[config.mk]
export PLATFORM = sky130hd
export DESIGN_NAME = uart_controller
export DESIGN_NICKNAME = d
export VERILOG_FILES = /design/src/rtl/uart_controller.sv
export SDC_FILE = /design/constraint.sdc
export NUM_CORES = 1
export LEC_CHECK = 0
export ABC_AREA = 1
export CAP_MARGIN = 20
export CORE_ASPECT_RATIO = 2
export CORE_MARGIN = 5
export CORE_UTILIZATION = 44
export DETAILED_ROUTE_END_ITERATION = 10
export GPL_TIMING_DRIVEN = 0
export PLACE_DENSITY = 0.71
export SYNTH_ARGS = -nofsm -noshare
export SYNTH_HDL_FRONTEND = slang
export SYNTH_SLANG_ARGS = --single-unit
export TNS_END_PERCENT = 10
[constraint.sdc]
create_clock -name clk -period 2.3 [get_ports clk]
set_input_delay 0.23 -clock clk [delete_from_list [all_inputs] [get_ports clk]]
set_output_delay 0.23 -clock clk [all_outputs]
set_load 0.1 [all_outputs]
[src/rtl/uart_controller.sv]
// Memory-mapped UART: oversampled serial receiver feeding a small RX FIFO,
// and a single-byte transmitter, exposed through a four-register bus window.
module uart_controller #(
  parameter int CLKS_PER_BIT = 434,
  parameter int FIFO_DEPTH   = 16
) (
  input  logic        clk,
  input  logic        reset2,
  input  logic        ren,
  input  logic        wen,
  input  logic [1:0]  address,
  input  logic [31:0] data_in,
  output logic [31:0] data_out,
  input  logic        uart_rx,
  output logic        uart_tx,
  output logic        rx_irq
);

  localparam int PTR_W = $clog2(FIFO_DEPTH);
  localparam int CNT_W = PTR_W + 1;
  localparam int CLK_W = $clog2(CLKS_PER_BIT);
  localparam logic [CLK_W-1:0] BIT_END  = CLK_W'(CLKS_PER_BIT - 1);
  localparam logic [CLK_W-1:0] HALF_END = CLK_W'(CLKS_PER_BIT / 2 - 1);

  localparam logic [1:0] RX_IDLE  = 2'd0;
  localparam logic [1:0] RX_START = 2'd1;
  localparam logic [1:0] RX_DATA  = 2'd2;
  localparam logic [1:0] RX_STOP  = 2'd3;

  localparam logic [1:0] TX_IDLE  = 2'd0;
  localparam logic [1:0] TX_START = 2'd1;
  localparam logic [1:0] TX_DATA  = 2'd2;
  localparam logic [1:0] TX_STOP  = 2'd3;

  logic             r_rxSync1, r_rxSync2;
  logic [1:0]       r_rxState;
  logic [CLK_W-1:0] r_rxClk;
  logic [2:0]       r_rxBitCnt;
  logic [7:0]       r_rxShift;

  logic [7:0]       r_fifoMem [FIFO_DEPTH];
  logic [PTR_W-1:0] r_wrPtr, r_rdPtr;
  logic [CNT_W-1:0] r_count;
  logic             r_overrun, r_frameErr;

  logic [1:0]       r_txState;
  logic [CLK_W-1:0] r_txClk;
  logic [2:0]       r_txBitCnt;
  logic [7:0]       r_txShift;
  logic             r_tx;

  logic w_rxDone, w_stopOk, w_frameBad;
  logic w_empty, w_full, w_push, w_pop, w_statusWr;
  logic w_txBusy, w_txStart;
  logic w_unusedData;

  assign w_unusedData = ^data_in[31:8];

  // The line is asynchronous; reset to the idle level so no false start appears.
  always_ff @(posedge clk or posedge reset2) begin
    if (reset2) begin
      r_rxSync1 <= 1'b1;
      r_rxSync2 <= 1'b1;
    end else begin
      r_rxSync1 <= uart_rx;
      r_rxSync2 <= r_rxSync1;
    end
  end

  always_ff @(posedge clk or posedge reset2) begin
    if (reset2) begin
      r_rxState  <= RX_IDLE;
      r_rxClk    <= '0;
      r_rxBitCnt <= '0;
      r_rxShift  <= '0;
    end else begin
      case (r_rxState)
        RX_IDLE: begin
          if (!r_rxSync2) begin
            r_rxState  <= RX_START;
            r_rxClk    <= '0;
            r_rxBitCnt <= '0;
          end
        end
        RX_START: begin
          if (r_rxClk == HALF_END) begin
            r_rxClk   <= '0;
            r_rxState <= r_rxSync2 ? RX_IDLE : RX_DATA;
          end else begin
            r_rxClk <= r_rxClk + 1'b1;
          end
        end
        RX_DATA: begin
          if (r_rxClk == BIT_END) begin
            r_rxClk    <= '0;
            r_rxShift  <= {r_rxSync2, r_rxShift[7:1]};
            r_rxBitCnt <= r_rxBitCnt + 3'd1;
            if (r_rxBitCnt == 3'd7) r_rxState <= RX_STOP;
          end else begin
            r_rxClk <= r_rxClk + 1'b1;
          end
        end
        RX_STOP: begin
          if (r_rxClk == BIT_END) begin
            r_rxClk   <= '0;
            r_rxState <= RX_IDLE;
          end else begin
            r_rxClk <= r_rxClk + 1'b1;
          end
        end
        default: r_rxState <= RX_IDLE;
      endcase
    end
  end

  assign w_rxDone   = (r_rxState == RX_STOP) && (r_rxClk == BIT_END);
  assign w_stopOk   = w_rxDone && r_rxSync2;
  assign w_frameBad = w_rxDone && !r_rxSync2;

  assign w_empty    = (r_count == '0);
  assign w_full     = (r_count == CNT_W'(FIFO_DEPTH));
  assign w_pop      = ren && (address == 2'd0) && !w_empty;
  // A pop on the same edge frees the slot, so a full FIFO still accepts the byte.
  assign w_push     = w_stopOk && (!w_full || w_pop);
  assign w_statusWr = wen && (address == 2'd1);

  always_ff @(posedge clk) begin
    if (w_push) r_fifoMem[r_wrPtr] <= r_rxShift;
  end

  always_ff @(posedge clk or posedge reset2) begin
    if (reset2) begin
      r_wrPtr    <= '0;
      r_rdPtr    <= '0;
      r_count    <= '0;
      r_overrun  <= 1'b0;
      r_frameErr <= 1'b0;
    end else begin
      if (w_push) r_wrPtr <= r_wrPtr + 1'b1;
      if (w_pop)  r_rdPtr <= r_rdPtr + 1'b1;
      case ({w_push, w_pop})
        2'b10:   r_count <= r_count + 1'b1;
        2'b01:   r_count <= r_count - 1'b1;
        default: r_count <= r_count;
      endcase
      r_overrun  <= (r_overrun && !(w_statusWr && data_in[2])) ||
                    (w_stopOk && w_full && !w_pop);
      r_frameErr <= (r_frameErr && !(w_statusWr && data_in[3])) || w_frameBad;
    end
  end

  assign w_txBusy  = (r_txState != TX_IDLE);
  assign w_txStart = wen && (address == 2'd2) && !w_txBusy;

  // Every TX state lasts one full bit period; the line level is set on entry.
  always_ff @(posedge clk or posedge reset2) begin
    if (reset2) begin
      r_txState  <= TX_IDLE;
      r_txClk    <= '0;
      r_txBitCnt <= '0;
      r_txShift  <= '0;
      r_tx       <= 1'b1;
    end else begin
      case (r_txState)
        TX_IDLE: begin
          if (w_txStart) begin
            r_txState <= TX_START;
            r_txShift <= data_in[7:0];
            r_txClk   <= '0;
            r_tx      <= 1'b0;
          end
        end
        TX_START: begin
          if (r_txClk == BIT_END) begin
            r_txClk    <= '0;
            r_txBitCnt <= '0;
            r_txState  <= TX_DATA;
            r_tx       <= r_txShift[0];
          end else begin
            r_txClk <= r_txClk + 1'b1;
          end
        end
        TX_DATA: begin
          if (r_txClk == BIT_END) begin
            r_txClk <= '0;
            if (r_txBitCnt == 3'd7) begin
              r_txState <= TX_STOP;
              r_tx      <= 1'b1;
            end else begin
              r_tx       <= r_txShift[1];
              r_txShift  <= r_txShift >> 1;
              r_txBitCnt <= r_txBitCnt + 3'd1;
            end
          end else begin
            r_txClk <= r_txClk + 1'b1;
          end
        end
        TX_STOP: begin
          if (r_txClk == BIT_END) begin
            r_txClk   <= '0;
            r_txState <= TX_IDLE;
          end else begin
            r_txClk <= r_txClk + 1'b1;
          end
        end
        default: r_txState <= TX_IDLE;
      endcase
    end
  end

  always_comb begin
    data_out = '0;
    case (address)
      2'd0: if (!w_empty) data_out = {24'b0, r_fifoMem[r_rdPtr]};
      2'd1: data_out = {16'b0, 8'(r_count), 3'b0, w_txBusy, r_frameErr,
                        r_overrun, w_full, !w_empty};
      default: data_out = '0;
    endcase
  end

  assign rx_irq  = !w_empty;
  assign uart_tx = r_tx;

endmodule

-- After elaboration in Yosys (flattened, before gate mapping)
Memory sizes are Yosys's and may differ from the RTL's.
Index checks and enable logic that the tools add are counted.
- RAM bits: 128
- word-level logic and storage cells: 137
- register bits after elaboration: 62
- memories: 1
- memory list (memory ; depth ; width ; rd ports ; clocked after Yosys merged registers in ; write ports ; RTL line ; source):
    r_fifoMem ; 16 ; 8 ; 1 ; 0 ; 1 ; 41 ; logic [7:0] r_fifoMem [FIFO_DEPTH];
- reduce and logical (&&, ||, !) cells: 44
- equality and inequality tests: 27
- multiplexer cells: 41
- add/sub/neg operators: 8
- operators by type and width (operator ; number):
    $pmux W32 S2 ; 1
    $mux W9 ; 5
    $mux W8 ; 4
    $pmux W9 S3 ; 1
    $mux W2 ; 11
    $ne A2 B2 Y1 const B ; 11
    $add A9 B1 Y9 const B ; 2
    $eq A9 B9 Y1 const B ; 2
    $pmux W9 S2 ; 1
    $pmux W2 S4 ; 2
    $pmux W8 S2 ; 1
    $logic_and A1 B1 Y1 ; 15
    $mux W3 ; 5
    $eq A2 B2 Y1 const B ; 6
    $pmux W3 S2 ; 2
    $reduce_and A4 Y1 ; 3
    $pmux W5 S2 ; 1
    $reduce_and A5 Y1 ; 2
    $reduce_bool A2 Y1 ; 5
    $eq A9 B8 Y1 const B ; 1
    $add A4 B1 Y4 const B ; 2
    $eq A2 B1 Y1 const B ; 4
    $logic_not A1 Y1 ; 7
    $add A3 B1 Y3 const B ; 2
    14 further kinds ; 24

-- Depth between registers and ports, before layout
Gate-level depths: netlist (run 1).
- depth after elaboration: 7
- mapped depth: 17
- mapped depth without buffers: 17

-- Worst setup path before layout (run 1)
No wires, ideal clock.
- path kind: reg2out
- start point: reg r_count[0]
- end point: out data_out[5]
- path buffers: 0
- required time: 2.070 ns
- arrival time: 3.016 ns
- path slack: -0.946 ns
- stages on the path, launching flop included: 7
- path through: dfrtp_1 -> nor2_1 -> nand3_1 -> nand2_1 -> nor2_1 -> nand2_1 -> nor2_1
- cells in the longest elaborated chain, start to end: 3
- ends and longest elaborated chain (element ; RTL line ; source):
    from (decl) ; 43 ; logic [CNT_W-1:0] r_count;
    from (signal assigned) ; 142 ; 2'b10: r_count <= r_count + 1'b1;
    from (signal assigned) ; 143 ; 2'b01: r_count <= r_count - 1'b1;
    from (signal assigned) ; 144 ; default: r_count <= r_count;
    $logic_not A5 Y1 ; 120 ; assign w_empty = (r_count == '0);
    $mux W8 ; 214 ; 2'd0: if (!w_empty) data_out = {24'b0, r_fifoMem[r_rdPtr]};
    $pmux W32 S2 ; 213 ; case (address)
    to (decl) ; 13 ; output logic [31:0] data_out,
No other way between the ends.

-- Final worst setup path (run 1)
- start point: reg r_rdPtr[0]
- end point: out data_out[5]
- cells in the longest elaborated chain, start to end: 3
- ends and longest elaborated chain (element ; RTL line ; source):
    from (decl) ; 42 ; logic [PTR_W-1:0] r_wrPtr, r_rdPtr;
    from (signal assigned) ; 140 ; if (w_pop) r_rdPtr <= r_rdPtr + 1'b1;
    $mem_v2 Z16 W8 ; n/a ;
    $mux W8 ; 214 ;
    $pmux W32 S2 ; 213 ;
No other way between the ends.

==> results of run 1 <==
[synth_stat cells, types with 7 or more instances]
library cell	n
a21oi_1	12
buf_2	12
buf_4	21
clkbuf_1	8
dfrtp_1	59
edfxtp_1	128
ha_1	21
inv_1	52
inv_2	14
mux2_4	7
mux2i_1	8
nand2_1	112
nand2_2	12
nand3_1	51
nor2_1	131
o211ai_1	10
o21ai_0	58
o21ai_1	37
o21ai_2	11
o22ai_1	14
xor2_1	11
[state kept, by name, summed over array words and instances (netlist names), named ones only]
register and count:
r_rxClk 9, r_frameErr 1, r_rxSync2 1, r_txBitCnt 3, r_fifoMem 128, r_txState 2
r_txShift 8, r_rxState 1, r_count 5, r_rxShift 8, r_txClk 9, r_rdPtr 4
uart_tx 1, r_rxSync1 1, r_wrPtr 4, r_overrun 1, r_rxBitCnt 3
[routing by layer]
metal	track usage [%]	share of wire [%]	vias to the layer above	routed length, um
met5	0	0	-	0
met4	11.4	6.9	0	1570
met3	3.23	5.0	83	1140
met2	38.3	56	262	12900
met1	18.5	32	3038	7330
li1	-	-	2974	-
[worst reg2reg max path, stage by stage (launching register included)]
cell and delay, ps:
dfrtp_1 410, inv_2 80, ha_1 140, nand2_1 60
nor2_2 170, nand2_4 100, nor2_8 120, nand2_2 80
nand2_4 100, inv_2 70, ha_4 240, a21o_1 180
a31oi_4 180, inv_1 60, nand2_1 90, nand2_1 60
nand2_1 50, nand2_1 40
[cell families (layout without fill, tap and decap cells)]
family | count (synthesis) | after routing | share of synthesized area, %
flops | 190 | 190 | 61.4
simple gates | 321 | 321 | 15.9
fa+ha+maj | 22 | 22 | 3.22
compound gates | 150 | 150 | 9.82
mux | 15 | 15 | 2.11
buf+inv | 113 | 200 | 6.12
other cells | 1 | 19 | 0.0427
xor+xnor | 14 | 14 | 1.40
[metrics by stage]
stage	area, um2	instances	hold slack, ps
2_1_floorplan	8900	844	234
3_3_place_gp	9520	1135	346
3_5_place_dp	9530	1135	348
4_1_cts	10600	1179	183
5_1_grt	11000	1193	198
6_report	11000	1193	197
[path summary, 6_finish.rpt]
path                                 endpoint
worst max-delay path              data_out[5]
worst min-delay path                r_rxSync1
worst max register to register     r_count[4]
worst min register to register      r_rxSync2
max in group asynchronous        r_rxShift[5]
min in group asynchronous       r_txBitCnt[2]
[timing repair]
action,4_1_cts,5_1_grt
setup buffers,11,10
endpoints found under the setup margin,145,85
endpoints found under the hold margin,0,0
pin swaps,15,26
cloned,2,4
resized for setup,219,62
[area by class of cell]
cell class                 count  area, um2  share of cell area, %
clock inverter                12        121                   1.10
inverter                      67        274                   2.49
buffer                        46        489                   4.44
sequential                   190       5400                   49.0
multi-input combinational    541       3290                   29.9
tap                          262        328                   2.98
clock buffer                  19        443                   4.02
timing repair buffer          56        667                   6.06
[power breakdown]
part           internal [mW]  switching, mW  total [mW]
clock network           1.61           1.23        2.84
registers               3.70         0.0923        3.79
logic                   1.95           3.08        5.03
==> impl_metrics.yaml, run 1 <==
timing:
  grt_setup_unrepaired: "yes"
  fin_skew_ps: 6.49
  slew_violations: 0
  clock.fmax_ghz: 0.408
  setup_viol: 9
  finalSetupTns_ps: -935
  hold_viol: 0
  layout_setup_ws_ps: -150
  final.period_utilization_pct: 107
  period_minus_slack_ps: 2450
  slew_headroom_pct: 35.1
  worst_pin_slew_ps: 977
global_route:
  track_usage_pct: 19.8
  antenna_found_initial: 0
  overflow: 0
  grt_max_degree: 63
  first_global_vias: 6336
  grt_first_pass_wirelength_um: 33500
logic_synthesis:
  synth_edf_count: 128
  synth_top_cell_area_share_pct: 43.7
  ys_seq_elements: 190
  synth_flop_cell: "edfxtp_1"
  ys_types: 44
  syn_area_um2: 8790
  yosysWarnings: 0
  yosysTopAreaCell: "edfxtp_1"
  ys_seq_area_share_pct: 61.4
  synth_async_sr_flop_share_pct: 32.6
  avgSynthCellArea_um2: 10.6
  netlist_instances: 826
  yosys-top-cells-area: "edfxtp_1, dfrtp_1, nor2_1, nand2_1, o21ai_0"
cells_and_area:
  fin_nets: 980
  postLayoutCoreUtil_pct: 55.6
  area_growth_pct: 25.3
  drive_gt1_share_pct: 26.2
  diodes: 0
  final_cell_mix: "edfxtp_1, nor2_1, nand2_1, dfrtp_1, inv_1"
  nFillCells: 1602
  final_common_cell: "edfxtp_1"
clock_tree:
  cts_buffers: 17
  cts_tree: "yes"
  ctsLongestPathBuffers: 2
  insertion_delay_ps: 440
  clk_pin_slew_ps: 70
  cts_htree_levels: 4
  hold_buffers: 0
  root_buffer: "clkbuf_16"
  clock_sink_count: 190
worst_setup_path:
  r2r-start: "r_rxClk[1]"
  cp.required_ps: 2070
  crit_type: "flop to primary output"
  worstPathCellList: "buf_6, clkinv_8, buf_12, buf_12, nor2_1, o21ai_4, nand2_1, nand3_1, nand2_1, nor2_2, buf_12"
  path_common_cell: "buf_12"
  startpoint: "r_rdPtr[0]"
  cp_slowest_cell: "dfrtp_1"
  cpPeakStageDelay_ps: 410
  crit_buf_inv: 5
  rrSetupSlack_ps: -30
  end_kind: "primary output"
  cp_num_cells: 11
  reg2reg_depth: 17
  cpLargestDelayFamily: "buffers and inverters"
  worstSetupStartpointType: "flop"
  cp.arrival_ps: 2220
  cp_max_fo: 10
floorplan:
  rows: 73
  io_pins: 73
  die_x_um: 110
  core_um2: 19800
  die_h_um: 210
  die-area_um2: 23100
  initial_core_util_pct: 44.3
power_and_ir_drop:
  fin_total_pwr_mw: 11.7
  power.density_nw_per_um2: 1060
  p_leak_nw: 4.78
  vdd_ir_drop_max_mv: 0.739
placed_design:
  gp_congestion: 0.896
  io_buffers: 29
  place_ws_ps: -910
  hpwl_um: 15100
hold_path:
  hold_class: "input pin to flop"
  min_from: "uart_rx"
  hold_depth: 1
drt:
  route.detailed.drc: 0
  wl_um: 22900
  vias: 6357
  firstDrtPassIters: 5
  drtIter0Drc: 488
  final_antenna_net_count: 0
  via_per_inst: 5.33
  wl_per_cell_um: 19.2
status:
  violations: "negative setup slack"
  status: "finished, violations left"
job:
  drv_cap: 0
No activity file was read; power rests on OpenSTA's default activity.
==> inputs of run 2 (changes only) <==
CTS_CLUSTER_SIZE = 28   (was not set)
==> results of run 2 <==
Final layout, timing and power as in run 1 (identical DEF).
